===== src/rtl/stopwatch_ctrl.sv =====
// Four-digit BCD stopwatch controller with run/pause/lap/clear buttons.
// A prescaler divides clk into count ticks; digits shows live count or a lap snapshot.
module stopwatch_ctrl #(
    parameter int unsigned TICK_DIV = 10
) (
    input  logic        clk,
    input  logic        reset,
    input  logic        start_stop,
    input  logic        lap,
    input  logic        clear,
    output logic [15:0] digits,
    output logic        running,
    output logic        lap_held,
    output logic        overflow
);

    localparam int unsigned PW = (TICK_DIV > 1) ? $clog2(TICK_DIV) : 1;

    typedef enum logic [1:0] {StIdle, StRun, StPause, StLap} state_e;

    state_e        state_q, state_d;
    logic          ss_prev_q, lap_prev_q, clr_prev_q;
    logic [PW-1:0] pre_q, pre_d;
    logic [15:0]   cnt_q, cnt_d, cnt_inc;
    logic [15:0]   snap_q, snap_d;
    logic [15:0]   digits_q, digits_d;
    logic          ovf_q, ovf_d;
    logic          running_q, running_d;
    logic          lap_held_q, lap_held_d;
    logic          ev_clr, ev_ss, ev_lap;
    logic          counting, tick;
    logic [3:0]    nines, carry;

    // Lower-priority events are masked by any higher-priority event in the same cycle.
    assign ev_clr   = clear & ~clr_prev_q;
    assign ev_ss    = start_stop & ~ss_prev_q & ~ev_clr;
    assign ev_lap   = lap & ~lap_prev_q & ~ev_clr & ~ev_ss;

    assign counting = (state_q == StRun) || (state_q == StLap);
    assign tick     = counting && (pre_q == PW'(TICK_DIV - 1));

    assign nines[0] = (cnt_q[3:0]   == 4'd9);
    assign nines[1] = (cnt_q[7:4]   == 4'd9);
    assign nines[2] = (cnt_q[11:8]  == 4'd9);
    assign nines[3] = (cnt_q[15:12] == 4'd9);

    // carry[n]: digit n advances this cycle.
    assign carry = {tick & nines[0] & nines[1] & nines[2],
                    tick & nines[0] & nines[1],
                    tick & nines[0],
                    tick};

    always_comb begin
        cnt_inc = cnt_q;
        for (int n = 0; n < 4; n++) begin
            if (carry[n]) begin
                cnt_inc[4*n +: 4] = nines[n] ? 4'd0 : cnt_q[4*n +: 4] + 4'd1;
            end
        end
    end

    always_comb begin
        state_d = state_q;
        pre_d   = pre_q;
        cnt_d   = cnt_q;
        snap_d  = snap_q;
        ovf_d   = ovf_q;

        if (counting) begin
            pre_d = tick ? '0 : pre_q + 1'b1;
            cnt_d = cnt_inc;
            if (tick && (&nines)) begin
                ovf_d = 1'b1;
            end
        end

        case (state_q)
            StIdle: begin
                if (ev_ss) begin
                    state_d = StRun;
                end else if (ev_clr) begin
                    pre_d  = '0;
                    cnt_d  = '0;
                    snap_d = '0;
                    ovf_d  = 1'b0;
                end
            end
            StRun: begin
                if (ev_ss) begin
                    state_d = StPause;
                end else if (ev_lap) begin
                    state_d = StLap;
                    snap_d  = cnt_q;  // pre-increment value even if tick coincides
                end
            end
            StLap: begin
                if (ev_ss) begin
                    state_d = StPause;
                end else if (ev_lap) begin
                    state_d = StRun;
                end
            end
            StPause: begin
                if (ev_ss) begin
                    state_d = StRun;
                end else if (ev_clr) begin
                    state_d = StIdle;
                    pre_d   = '0;
                    cnt_d   = '0;
                    snap_d  = '0;
                    ovf_d   = 1'b0;
                end
            end
            default: state_d = StIdle;
        endcase

        running_d  = (state_d == StRun) || (state_d == StLap);
        lap_held_d = (state_d == StLap);
        digits_d   = lap_held_d ? snap_d : cnt_d;
    end

    always_ff @(posedge clk) begin
        if (reset) begin
            state_q    <= StIdle;
            ss_prev_q  <= start_stop;
            lap_prev_q <= lap;
            clr_prev_q <= clear;
            pre_q      <= '0;
            cnt_q      <= '0;
            snap_q     <= '0;
            ovf_q      <= 1'b0;
            digits_q   <= '0;
            running_q  <= 1'b0;
            lap_held_q <= 1'b0;
        end else begin
            state_q    <= state_d;
            ss_prev_q  <= start_stop;
            lap_prev_q <= lap;
            clr_prev_q <= clear;
            pre_q      <= pre_d;
            cnt_q      <= cnt_d;
            snap_q     <= snap_d;
            ovf_q      <= ovf_d;
            digits_q   <= digits_d;
            running_q  <= running_d;
            lap_held_q <= lap_held_d;
        end
    end

    assign digits   = digits_q;
    assign running  = running_q;
    assign lap_held = lap_held_q;
    assign overflow = ovf_q;

endmodule


===== config.mk =====
export PLATFORM = sky130hd
export DESIGN_NAME = stopwatch_ctrl
export DESIGN_NICKNAME = d
export VERILOG_FILES = /design/src/rtl/stopwatch_ctrl.sv
export SDC_FILE = /design/constraint.sdc
export NUM_CORES = 1
export LEC_CHECK = 0
export CORE_MARGIN = 2
export CORE_UTILIZATION = 46
export DETAILED_ROUTE_END_ITERATION = 10
export GPL_TIMING_DRIVEN = 0
export PLACE_DENSITY = 0.68
export REMOVE_ABC_BUFFERS = 1
export SYNTH_ARGS = -nofsm -noshare
export SYNTH_HDL_FRONTEND = slang
export SYNTH_SLANG_ARGS = --single-unit

===== constraint.sdc =====
create_clock -name clk -period 5.4 [get_ports clk]
set_input_delay 1.08 -clock clk [delete_from_list [all_inputs] [get_ports clk]]
set_output_delay 1.08 -clock clk [all_outputs]
set_load 0.02 [all_outputs]

# --- Word level (Yosys, flattened, before mapping) ---
# Cells that the tools add are included.
word_totals:
  input_bits: 5
  wordCells: 83
  ff_bits: 60
  out_inout_bits: 19
op_classes:
  mux: 36
  eq_ne: 10
  addsub: 5
  bitwise_logic: 14
  reduce_logical: 7
ops:
  columns: ["op", "n"]
  rows:
  - ["16-bit 2-to-1 mux", 9]
  - ["4-bit 2-to-1 mux", 13]
  - ["16-bit case mux with 2 select lines", 1]
  - ["4-bit by 1-bit adder with 4-bit output, second input constant", 5]
  - ["4-bit equality test, second input constant", 5]
  - ["2-bit 2-to-1 mux", 7]
  - ["1-bit bitwise AND", 9]
  - ["2-bit case mux with 4 select lines", 1]
  - ["2-bit equality test, second input constant", 3]
  - ["1-bit 2-to-1 mux", 5]
  - ["1-bit NOT", 5]
  - ["2-bit by 1-bit equality test with 1-bit output, second input constant", 2]
  - ["4-bit AND reduction", 1]
  - ["1-bit logical AND", 2]
  - ["2-bit logical NOT", 1]
  - ["1-bit logical OR", 2]
  - ["2-bit OR reduction", 1]

# --- Depth between registers and ports, before layout ---
# Gate-level depths: netlist (run 1).
logic_depth:
  ltp_word: 12
  mapped_depth: 8
  depth_no_buf: 7

# --- Worst setup path before layout (run 1) ---
# OpenSTA, ideal clock, no wires.
synth_path:
  path_kind: "input port to flip-flop"
  from: "in clear"
  to: "reg digits_q[1] (netlist: digits[1])"
  t_arrival_ns: 2.407
  n_path_buf: 2
  setup_time_ns: 0.136
  required_ns: 5.264
  path_slack_ns: 2.857
  stages: 6
  cell_sequence: "nor2b_1 or3_1 buf_2 clkbuf_1 a2111oi_0 a211oi_1"
synth_via:
  elab_chain_cells: 10
  elab_cells_between_ends: 24
  cone_classes: "1 x eq/ne; 17 x mux; 6 x bitwise"
synth_rtl:
  columns: ["element", "line", "text"]
  rows:
  - ["start: declaration", "10", "input logic clear,"]
  - ["1-bit bitwise AND *", "35", "assign ev_clr = clear & ~clr_prev_q;"]
  - ["1-bit NOT", "36, 37", null]
  - ["1-bit bitwise AND", "36", "assign ev_ss = start_stop & ~ss_prev_q & ~ev_clr;"]
  - ["1-bit NOT", "37", "assign ev_lap = lap & ~lap_prev_q & ~ev_clr & ~ev_ss;"]
  - ["1-bit bitwise AND", "37", null]
  - ["2-bit 2-to-1 mux (on tied branches)", "99, 91", null]
  - ["2-bit 2-to-1 mux (on tied branches)", "97, 89", null]
  - ["2-bit case mux with 4 select lines", "77", "case (state_q)"]
  - ["2-bit equality test", "118", "lap_held_d = (state_d == StLap);"]
  - ["16-bit 2-to-1 mux *", "119", "digits_d = lap_held_d ? snap_d : cnt_d;"]
  - ["end signal: assignment", "144", "digits_q <= digits_d;"]
  - ["end: declaration", "26", "logic [15:0] digits_q, digits_d;"]
# Every way passes the cells marked *; elsewhere a longest branch is shown, timed or not.
# A chain may end at the register's enable or synchronous reset.

==> impl_results.md, run 1 <==
* DIE AREA at 6070 µm²
* Crit-path cells: clkdlybuf4s50_1 > nand2b_1 > nor3_1 > mux2_2 > a2bb2oi_1
* Initial Util at 48.3%
* First-pass GRT wire length at 9050 µm
* Hold depth at 2
* Row count at 26
* Synth-to-layout area growth at 19.4%
* R2R depth at 5
* Post-CTS setup repair buffer count at 0
* Gr ovfl total at 0
* Final worst-path cycle share at 62.0%
* Drt pass-1 iters at 4
* Rel. slew slack at 11.6%
* Die Y at 77.9 µm
* Yosys warns at 0
* Tightest Pin Transition at 1.32 ns
* IO buf count at 23
* P_leak at 1.08 nW
* Pwr/cell area at 324 nW/µm²
* Tot GR Track Use at 19.4%
* Mapped cell area at 2510 µm²
* Total Routed Length at 5280 µm
* Post-DP HPWL at 3400 µm
* Hold wc startpoint: snap_q[2]
* Unrepaired setup endpoints after global routing: no
* Ports at 24
* Vias in the first global route at 1,900
* Max Clock Skew at 0.00855 ns
* # diodes at 0
* Max Clk Rate at 0.299 GHz
* TritonCTS buffer count at 9
* Max cap viols at 0
* Initial antenna violation count at 0
* CTS resizes at 0
* CTS tree: built
* Die extent in x at 77.9 µm
* Critical Path RT at 5.59 ns
* Wire per inst at 14.0 µm
* CTS max path bufs at 2
* Critical path startpoint category: primary input
* Largest net degree at the start of global routing at 37
* Seq pwr share at 45.7%
* Reg2Reg Setup Slack at 2.63 ns
* Comb power frac at 4.4%
* Share of layout cells above drive strength 1 at 10.4%
* Synthesized flop and latch total at 59
* WS Path Type: primary input to register
* Worst Hold Endpoint: snap_q[2]
* Clock-pin slew on the worst setup and hold paths at 0.07 ns
* Number of nets with antenna violations after routing at 0
* Hold Path Class: register to register
* Worst R2R End: digits[1]
* Via density at 5.34
* Post-synth EDFFs at 0
* Worst-Skew Late Latency at 0.34 ns
* Residual DRC at 0
* GP Congestion at 0.807
* Status: completed
* DR iter-0 viols at 132
* Slowest stage delay, CP at 1.32 ns
* Sequential share of the synthesized area at 47.0%
* Slew Limit Fails at 0
* Final hold violation count at 0
* CP max-delay cell: clkdlybuf4s50_1
* Period minus WS final at 3.35 ns
* Worst vdd ir at 0.189 mV
* Final setup vio count at 0
* Asr flop ratio synth at 0%
* Setup tns final at 0 ns
* Cts-stage hold buffer count at 0
* Setup crit end kind: register
* Clock sink total at 59
* P_int at 772 µW
* Sw Ratio at 20.6%
* Clock network fraction of design power at 49.9%
* Synth cell types at 54
* Mapped Cells at 284
* CP max FO at 36
* H-tree Lvls at 3
* Switching power at 200 µW
* Clock Tree Root: clkbuf_8
* Total power draw at 973 µW
* Syn Area/Cell at 8.85 µm²
* Total number of vias at 2,014
* RR Startpoint: running
* Critical Path AT at 3.54 ns
* Most used DFF post-synth: dfxtp_1
* Core area at 5200 µm²
* Final nets at 309
[worst max-delay path, delay by kind of cell]
family	cells	cell delay, ns
simple gates	2	0.68
mux	1	0.29
compound gates	1	0.15
buf+inv	1	1.32
[metal layers]
layer  global-route usage (%)  part of all wire (%)  vias to the layer above
li1                         -                     -                     1045
met3                     4.53                   3.7                        7
met4                     11.1                   2.0                        0
met2                     29.1                    44                       40
met5                        0                     0                        -
met1                     25.6                    50                      922
[through the flow]
stage                     cell area [µm²]  std cells  worst slack, ns  hold slack (ns)  util (%)
final                                3000        377             2.05            0.465      57.6
after detailed placement             2760        361             1.66            0.462      53.0
after global placement               2760        361             1.68            0.455      53.0
after CTS                            3000        377             2.02            0.470      57.6
after global routing                 3000        377             1.78            0.506      57.6
after floorplan                      2440        268             2.74            0.440         -
[logic make-up (layout without fill, tap and decap cells)]
family          after synthesis  count (layout)  share of synthesized area [%]
simple gates                124             124                           25.5
compound gates               59              59                           15.3
flops                        59              59                           47.0
buf+inv                      21              44                           3.63
mux                          12              12                           5.18
xor+xnor                      7               7                           2.44
fa+ha+maj                     2               2                          0.995
[state kept, by name, indices dropped and copies added, names as in the netlist]
register,count
cnt_q,16
running,1
lap_prev_q,1
lap_held,1
ss_prev_q,1
state_q,1
clr_prev_q,1
pre_q,4
snap_q,16
overflow,1
digits,16
[worst max path at each step]
stage	startpoint	end	slack, ns
floorplan	clear	digits[13]	2.74
global placement	reset	digits[13]	1.68
detailed placement	reset	digits[13]	1.66
CTS	reset	digits[13]	2.02
global route	reset	digits[13]	1.78
finish	reset	digits[13]	2.05
[synth_stat cells (3+ instances only)]
cell type / instances / share of area (%)
a31oi_1: 7 / 1.7
mux2_2: 8 / 3.6
buf_2: 4 / 0.80
a21oi_1: 22 / 4.4
nand3b_1: 3 / 0.90
and2_0: 4 / 1.0
o21ai_0: 7 / 1.4
nand2b_1: 4 / 1.0
clkbuf_1: 10 / 1.5
xor2_1: 3 / 1.0
xnor2_1: 4 / 1.4
mux2i_1: 4 / 1.6
nor3b_1: 3 / 0.90
nand2_1: 24 / 3.6
and3_1: 5 / 1.2
or3_1: 3 / 0.75
dfxtp_1: 59 / 47
nor2b_1: 8 / 2.0
nand3_1: 8 / 1.6
nor2_1: 34 / 5.1
inv_1: 5 / 0.75
a2bb2oi_1: 4 / 1.4
a31o_2: 4 / 1.4
nor3_1: 13 / 2.6
[power groups by stage]
stage	registers, mW	clock network (mW)	logic [mW]
floorplan	0.455	0	0.0227
global route	0.445	0.514	0.0482
detailed placement	0.454	0	0.0429
finish	0.444	0.485	0.0430
global placement	0.454	0	0.0425
CTS	0.444	0.493	0.0430
[cell type report]
cell class / instances / area (µm²)
Tap cell: 70 / 87.6
Inverter: 5 / 18.8
Multi-Input combinational cell: 204 / 1240
Sequential cell: 59 / 1180
Fill cell: 481 / 2200
Clock inverter: 5 / 100
Timing Repair Buffer: 23 / 230
Clock buffer: 11 / 141
[placed cells by master, fill, tap and decap left out, drive strengths merged, types with 2 or more instances in the layout]
cell type	count
clkdlybuf4s50	23
nand3	8
nand3b	3
or3	3
mux2i	4
nand2b	5
nor2b	8
nor2	34
nand4bb	2
clkbuf	11
xnor2	4
mux2	8
dfxtp	59
nor3b	3
nand2	24
and2	7
ha	2
inv	5
a31o	5
a2bb2oi	4
xor2	3
o21ai	7
a21oi	23
bufinv	3
a211oi	2
a31oi	7
nor3	13
and3	6
clkinv	2
(Power assumes the default switching activity.)
==> inputs of run 2 (changes only) <==
--- a/config.mk
+++ b/config.mk
@@ -9,7 +9,7 @@
 export CORE_UTILIZATION = 46
 export DETAILED_ROUTE_END_ITERATION = 10
 export GPL_TIMING_DRIVEN = 0
-export PLACE_DENSITY = 0.68
+export PLACE_DENSITY = 0.71
 export REMOVE_ABC_BUFFERS = 1
 export SYNTH_ARGS = -nofsm -noshare
 export SYNTH_HDL_FRONTEND = slang
==> constraint.sdc (replaced) <==
create_clock -name clk -period 2.8 [get_ports clk]
set_input_delay 0.56 -clock clk [delete_from_list [all_inputs] [get_ports clk]]
set_output_delay 0.56 -clock clk [all_outputs]
set_load 0.02 [all_outputs]
==> run 2 against run 1 <==
Wire length shrank 2.1%. Cell area grew 0.21%. Die area is the same. Register-to-register slack lost 2.3 ns. Critical endpoint is now digits[9]. Non-clock buffer count is the same. Critical path depth grew 1. Largest cell class unchanged. Worst setup slack lost 1.8 ns. Clock skew shrank 0.0038 ns. Combinational power grew 93%.
==> impl_results.md, run 2 (synthesis results as in run 1) <==
* Status: completed
* Finished Cell Area at 3010 µm²
* Row count at 26
* Seq pwr share at 45.7%
* First-pass GRT wire length at 9110 µm
* Slowest stage delay, CP at 0.67 ns
* Stages on worst setup path at 6
* Wire per inst at 13.7 µm
* RR Startpoint: running
* Worst-Skew Late Latency at 0.33 ns
* Hold Path Class: register to register
* CP top delay family: simple AND/OR/NAND/NOR gates
* GP Congestion at 0.817
* H-tree Lvls at 3
* Hold wc startpoint: snap_q[2]
* Setup crit end kind: register
* Hold depth at 2
* Post-CTS setup repair buffer count at 0
* Final setup vio count at 0
* CP max FO at 18
* CTS max path bufs at 2
* Via density at 5.40
* Commonest non-fill, non-tap cell in the layout: dfxtp_1
* TritonCTS buffer count at 9
* P_int at 1.49 mW
* Final nets at 309
* Max Clk Rate at 0.391 GHz
* Sw Ratio at 20.6%
* Comb power frac at 4.4%
* Switching power at 387 µW
* Tot GR Track Use at 19.3%
* Initial Util at 48.3%
* Total power draw at 1.88 mW
* Vias in the first global route at 1,969
* Placed Area at 2760 µm²
* Synth-to-layout area growth at 19.6%
* Clock-pin slew on the worst setup and hold paths at 0.06 ns
* Initial antenna violation count at 0
* R2R depth at 4
* Residual DRC at 0
* Worst Path Buf+Inv at 1
* Clock network fraction of design power at 49.8%
* Clock sink total at 59
* DR iter-0 viols at 134
* Ports at 24
* DIE AREA at 6070 µm²
* Unrepaired setup endpoints after global routing: no
* Die extent in x at 77.9 µm
* CP Launch Point: clear
* Final worst-path cycle share at 91.3%
* # diodes at 0
* Clock Tree Root: clkbuf_8
* Crit-path cells: clkdlybuf4s50_1 > nor2b_1 > or3_1 > mux2_2 > a31o_1 > a21oi_1
* Total Routed Length at 5170 µm
* Critical path startpoint category: primary input
* Critical Path AT at 2.82 ns
* CP max-delay cell: or3_1
* Die Y at 77.9 µm
* Core area at 5200 µm²
* Worst vdd ir at 0.327 mV
* Drt pass-1 iters at 4
* IO buf count at 23
* Gr ovfl total at 0
* Rel. slew slack at 16.2%
* Number of nets with antenna violations after routing at 0
* Final hold violation count at 0
* Critical Path RT at 3.06 ns
* Pwr/cell area at 624 nW/µm²
* CTS tree: built
* Post-DP HPWL at 3320 µm
* Most frequent cells in the layout: 59 x dfxtp_1, 34 x nor2_1, 24 x nand2_1
* Util after Layout at 57.8%
* Tightest Pin Transition at 1.26 ns
* Largest net degree at the start of global routing at 37
* Period minus WS final at 2.56 ns
* WS Path Type: primary input to register
* Total number of vias at 2,036
* Max cap viols at 0
* Share of layout cells above drive strength 1 at 11.1%
* Slew Limit Fails at 0
* P_leak at 1.09 nW
* Max Clock Skew at 0.00470 ns
run 2: metrics by stage:
stage          hold slack, ns  TNS (ns)  worst slack, ns  instances
2_1_floorplan           0.440         0            0.614        268
3_3_place_gp            0.453     -2.54           -0.416        361
3_5_place_dp            0.463     -2.57           -0.409        361
4_1_cts                 0.472         0            0.113        377
5_1_grt                 0.492         0           0.0276        377
6_report                0.469         0            0.243        377
run 2: area by class of cell:
cell class	count	area, µm²
repair buffers	23	229
well taps	70	87.6
fillers	477	2200
multi-input cells	204	1250
clock buffers	11	141
flip-flops and latches	59	1180
inverters	5	18.8
clock inverters	5	100
run 2: path summary, 6_finish.rpt:
| check | end | slack (ns) |
|---|---|---|
| worst min register to register | snap_q[2] | 0.47 |
| worst min-delay path | snap_q[2] | 0.47 |
| worst max-delay path | digits[9] | 0.24 |
| worst max register to register | digits[1] | 0.28 |
run 2: power groups by stage:
| stage | combinational [mW] | clock (mW) | sequential, mW |
|---|---|---|---|
| final | 0.0830 | 0.935 | 0.858 |
| after global routing | 0.0929 | 0.999 | 0.858 |
| after CTS | 0.0828 | 0.954 | 0.857 |
| after detailed placement | 0.0829 | 0 | 0.876 |
| after global placement | 0.0817 | 0 | 0.876 |
| after floorplan | 0.0438 | 0 | 0.877 |
run 2: timing repair:
action                     in CTS  in global routing
gates resized for setup         2                  1
setup endpoints to repair       2                  1
hold buffers                    0                  0
run 2: per-layer routing:
metal,track usage [%],share of wire (%)
met1,24.8,49
met2,30.0,45
met3,5.58,4.1
met4,8.60,1.8
met5,0,0
run 2: tightest hold or removal path: stages (launching register included):
cell     delay (ns)
dfxtp_1        0.30
nand3_1        0.05
a21oi_1        0.07
